$ cat config.mk
export PLATFORM = sky130hd
export DESIGN_NAME = serial_subtractor
export DESIGN_NICKNAME = d
export VERILOG_FILES = /design/src/rtl/serial_subtractor.sv
export SDC_FILE = /design/constraint.sdc
export NUM_CORES = 1
export LEC_CHECK = 0
export ABC_CLOCK_PERIOD_IN_PS = 2980
export CORE_AREA = 2 2 60 62
export DETAILED_ROUTE_END_ITERATION = 7
export DIE_AREA = 0 0 62 64
export PLACE_DENSITY = 0.8
export SKIP_CTS_REPAIR_TIMING = 1
export SLEW_MARGIN = 20
export SYNTH_ARGS = -nofsm -noshare
export SYNTH_HDL_FRONTEND = slang
export SYNTH_SLANG_ARGS = --single-unit
$ cat constraint.sdc
create_clock -name clk -period 2.98 [get_ports clk]
set_input_delay 0.596 -clock clk [delete_from_list [all_inputs] [get_ports clk]]
set_output_delay 0.596 -clock clk [all_outputs]
set_load 0.02 [all_outputs]
$ cat src/rtl/serial_subtractor.sv
// Bit-serial two's-complement subtractor: {borrow_out, diff} = a - b - borrow_in,
// processed one bit per clock LSB first through a single full-subtractor slice.
// Controlled by a start/busy/done handshake; diff and borrow_out are held
// from the done pulse until the next accepted start.
module serial_subtractor #(
   parameter int WIDTH = 8
) (
   input  logic             clk,
   input  logic             rst_n,
   input  logic             start,
   input  logic [WIDTH-1:0] a,
   input  logic [WIDTH-1:0] b,
   input  logic             borrow_in,
   output logic             busy,
   output logic             done,
   output logic [WIDTH-1:0] diff,
   output logic             borrow_out
);

   localparam int CNT_W = (WIDTH > 1) ? $clog2(WIDTH) : 1;
   localparam logic [CNT_W-1:0] CNT_LAST = CNT_W'(WIDTH - 1);

   typedef enum logic [1:0] {
      S_IDLE  = 2'd0,
      S_SHIFT = 2'd1,
      S_DONE  = 2'd2
   } state_t;

   state_t           r_state;
   state_t           w_state_nxt;
   logic [WIDTH-1:0] r_a_sr;
   logic [WIDTH-1:0] r_b_sr;
   logic [WIDTH-1:0] r_diff;
   logic [WIDTH-1:0] w_a_nxt;
   logic [CNT_W-1:0] r_cnt;
   logic             r_brw;
   logic             r_busy;
   logic             r_done;
   logic             r_bo;
   logic             w_d;
   logic             w_brw_nxt;
   logic             w_accept;
   logic             w_last;

   // Full-subtractor slice on the current LSBs and the running borrow
   assign w_d       = r_a_sr[0] ^ r_b_sr[0] ^ r_brw;
   assign w_brw_nxt = (~r_a_sr[0] & r_b_sr[0]) | (~(r_a_sr[0] ^ r_b_sr[0]) & r_brw);

   // The minuend register doubles as the result register: each consumed
   // minuend bit frees the MSB slot for the freshly computed difference bit.
   generate
      if (WIDTH == 1) begin : g_w1
         assign w_a_nxt = w_d;
      end else begin : g_wn
         assign w_a_nxt = {w_d, r_a_sr[WIDTH-1:1]};
      end
   endgenerate

   assign w_accept = start && (r_state != S_SHIFT);
   assign w_last   = (r_state == S_SHIFT) && (r_cnt == CNT_LAST);

   // Next-state logic: start is honoured from IDLE and DONE only
   always_comb begin
      w_state_nxt = r_state;
      case (r_state)
         S_IDLE:  if (start) w_state_nxt = S_SHIFT;
         S_SHIFT: if (w_last) w_state_nxt = S_DONE;
         S_DONE:  w_state_nxt = start ? S_SHIFT : S_IDLE;
         default: w_state_nxt = S_IDLE;
      endcase
   end

   // State register
   always_ff @(posedge clk or negedge rst_n) begin
      if (!rst_n) begin
         r_state <= S_IDLE;
      end else begin
         r_state <= w_state_nxt;
      end
   end

   // Operand load, bit-serial shifting and registered outputs
   always_ff @(posedge clk or negedge rst_n) begin
      if (!rst_n) begin
         r_a_sr <= '0;
         r_b_sr <= '0;
         r_brw  <= 1'b0;
         r_cnt  <= '0;
         r_busy <= 1'b0;
         r_done <= 1'b0;
         r_diff <= '0;
         r_bo   <= 1'b0;
      end else begin
         r_busy <= (w_state_nxt == S_SHIFT);
         r_done <= (w_state_nxt == S_DONE);
         if (w_accept) begin
            r_a_sr <= a;
            r_b_sr <= b;
            r_brw  <= borrow_in;
            r_cnt  <= '0;
         end else if (r_state == S_SHIFT) begin
            r_a_sr <= w_a_nxt;
            r_b_sr <= r_b_sr >> 1;
            r_brw  <= w_brw_nxt;
            r_cnt  <= r_cnt + 1'b1;
            if (w_last) begin
               r_diff <= w_a_nxt;
               r_bo   <= w_brw_nxt;
            end
         end
      end
   end

   assign busy       = r_busy;
   assign done       = r_done;
   assign diff       = r_diff;
   assign borrow_out = r_bo;

endmodule

==> run summary <==
EDFF count, synth = 0
Measured slew at the worst slew-check pin = 0.5965 ns
Slew headroom = 60.11%
Cell area after layout = 1987 sq um
RR Endpoint = diff[2]
Hold path start = r_cnt[0]
Final global-route overflow total = 0
Critical path peak fanout = 2
Yosys top cell area share = 51.68%
CTS buffer count = 5
Post-Syn Nets = 123
Fmax = 520.9 MHz
Initial antenna violation count = 0
Crit path max-delay family = buffers and inverters
Max-cap violations = 0
Worst Setup Start Kind = flop
Routability cong. = 0.7081
Crit-path slowest cell = clkdlybuf4s50_1
Pre-antenna DRT Iters = 4
R2R depth = 4
Flop2flop setup slack = 1.17 ns
Final TNS setup = 0 ns
Static leakage = 0.9343 nW
RSZ-0062 raised after global routing = no
Clk_skew = 0.006836 ns
Core Rows = 21
Period utilization = 64.42%
Status = complete, no violations
Worst skew pair latency = 0.35 ns
Tot GR Track Use = 15.51%
Root buf cell = clkbuf_4
First DRT Iteration DRCs = 28
WHS = 0.4983 ns
N_diodes = 0
Dominant cell type by area after synthesis = dfrtp_1
Yosys reg bits = 33
Tot Pwr = 1.913 mW
Hpwl dp = 1.813 mm
CTS tree = built
WHS Endpoint = r_cnt[0]
Req. time, crit path = 2.38 ns
Tmin final = 1.920 ns
Mapped Cells = 100
CP arrival = 1.32 ns
Leading post-synthesis cells by cell area = dfrtp_1 52%, mux2_4 26%, mux2_1 4.9%
Final setup viols = 0
Cell Area, Placed = 1932 sq um
Area of the die = 3968 sq um
Hold path cells = 1
WL final = 2.663 mm
Clock slew at reported path FFs = 0.10 ns
PwrDens = 962.6 nW/um^2
Initial Util = 48.65%
Crit path kind = reg2out
Vert. Die Dim = 64 um
Std-Cell Core Area = 3284 sq um
Worst R2R Start = r_cnt[0]
Buffers on Ports = 30
Die span in x = 62 um
First-pass GRT wire length = 4.347 mm
Clock sinks = 33
H-tree levels = 2
Mapped cell area = 1598 sq um
Register area share after synthesis = 51.68%
Maximum VDD drop = 0.3822 mV
CTS max path bufs = 2
CP Buf/Inv Count = 1
Average cell area after synthesis = 15.98 sq um
Fillers = 271
Area delta synth->final = 24.35%
Ys async rst share = 100.0%
Synth cell types = 16
Max incr delay on CP = 0.60 ns
Worst-path cell chain = clkdlybuf4s50_1
DR vias/cell = 4.835
Final-report max-slew violation count = 0
Final net count = 158
Synth warn = 0
Type of the tightest min-delay check = reg2reg
Vias = 880
Most common cell in the netlist = dfrtp_1
Main synth FF type = dfrtp_1
Setup crit end kind = output port
Avg WL per Cell = 14.63 um
Top cells by count, synth = 33 x dfrtp_1, 28 x mux2_4, 7 x mux2_1
Antenna Nets Post-Route = 0
Vias in the first global route = 931
DR DRC count = 0
Largest net degree at the start of global routing = 34
Hold Fails Final Rpt = 0
Share of layout cells above drive strength 1 = 33.09%
IO Count = 31
logic make-up (layout without fill, tap and decap cells):
family | Yosys count | count (layout) | share of synthesized area [%]
buffers and inverters | 11 | 47 | 4.307
muxes | 45 | 45 | 37.98
DFF | 33 | 33 | 51.68
and+or+nand+nor | 6 | 6 | 2.428
AOI/OAI and AO/OA | 2 | 2 | 0.7830
adders and majority gates | 3 | 3 | 2.819
layout by cell type (no fill, tap or decap):
cell,count
mux2_4,28
mux2i_1,4
nor2b_1,2
and2_1,1
nand3b_1,1
fa_1,1
buf_4,3
mux2_2,6
inv_1,6
o22ai_1,2
dfrtp_1,33
clkbuf_4,5
clkdlybuf4s50_1,30
mux2_1,7
ha_1,2
nand2b_1,2
clkinv_2,2
clkinvlp_4,1
state kept, by name, summed over array words and instances (netlist names):
register,count
busy,1
r_state,2
borrow_out,1
diff,8
r_b_sr,8
r_a_sr,8
r_brw,1
r_cnt,3
done,1
cell type report:
type	count	area (sq um)	area share [%]
clock buffers	5	37.54	1.889
clock inverters	3	17.52	0.8816
inverters	6	22.52	1.133
multi-input cells	56	703.2	35.39
flip-flops and latches	33	825.8	41.56
well taps	46	57.56	2.897
repair buffers	33	322.8	16.25
per-layer routing:
| metal | global-route usage, % | share of wire (%) | vias up |
|---|---|---|---|
| met3 | 3.644 | 2.8 | 8 |
| li1 | - | - | 415 |
| met2 | 22.40 | 49 | 14 |
| met4 | 10.37 | 3.4 | 0 |
| met5 | 0 | 0 | - |
| met1 | 20.08 | 45 | 443 |
through the flow:
step | setup WS, ns | instances | util (%)
3_3_place_gp | 0.8703 | 174 | 58.82
3_5_place_dp | 0.8508 | 174 | 58.82
2_1_floorplan | 1.446 | 100 | -
5_1_grt | 1.007 | 182 | 60.50
4_1_cts | 1.049 | 182 | 60.50
6_report | 1.060 | 182 | 60.50
power breakdown:
| part | switching [mW] | internal [mW] |
|---|---|---|
| Combinational | 0.335 | 0.548 |
| Clock | 0.161 | 0.0888 |
| Sequential | 0.126 | 0.655 |
| Total | 0.621 | 1.29 |
worst max-delay path by stage:
stage                  start        end  cells after the start
CTS                  diff[3]    diff[3]                      1
detailed placement     start  r_b_sr[5]                      4
global route         diff[7]    diff[7]                      1
global placement       start  r_b_sr[5]                      4
floorplan           r_cnt[0]    diff[1]                      5
finish               diff[3]    diff[3]                      1
(Power assumes the default switching activity.)
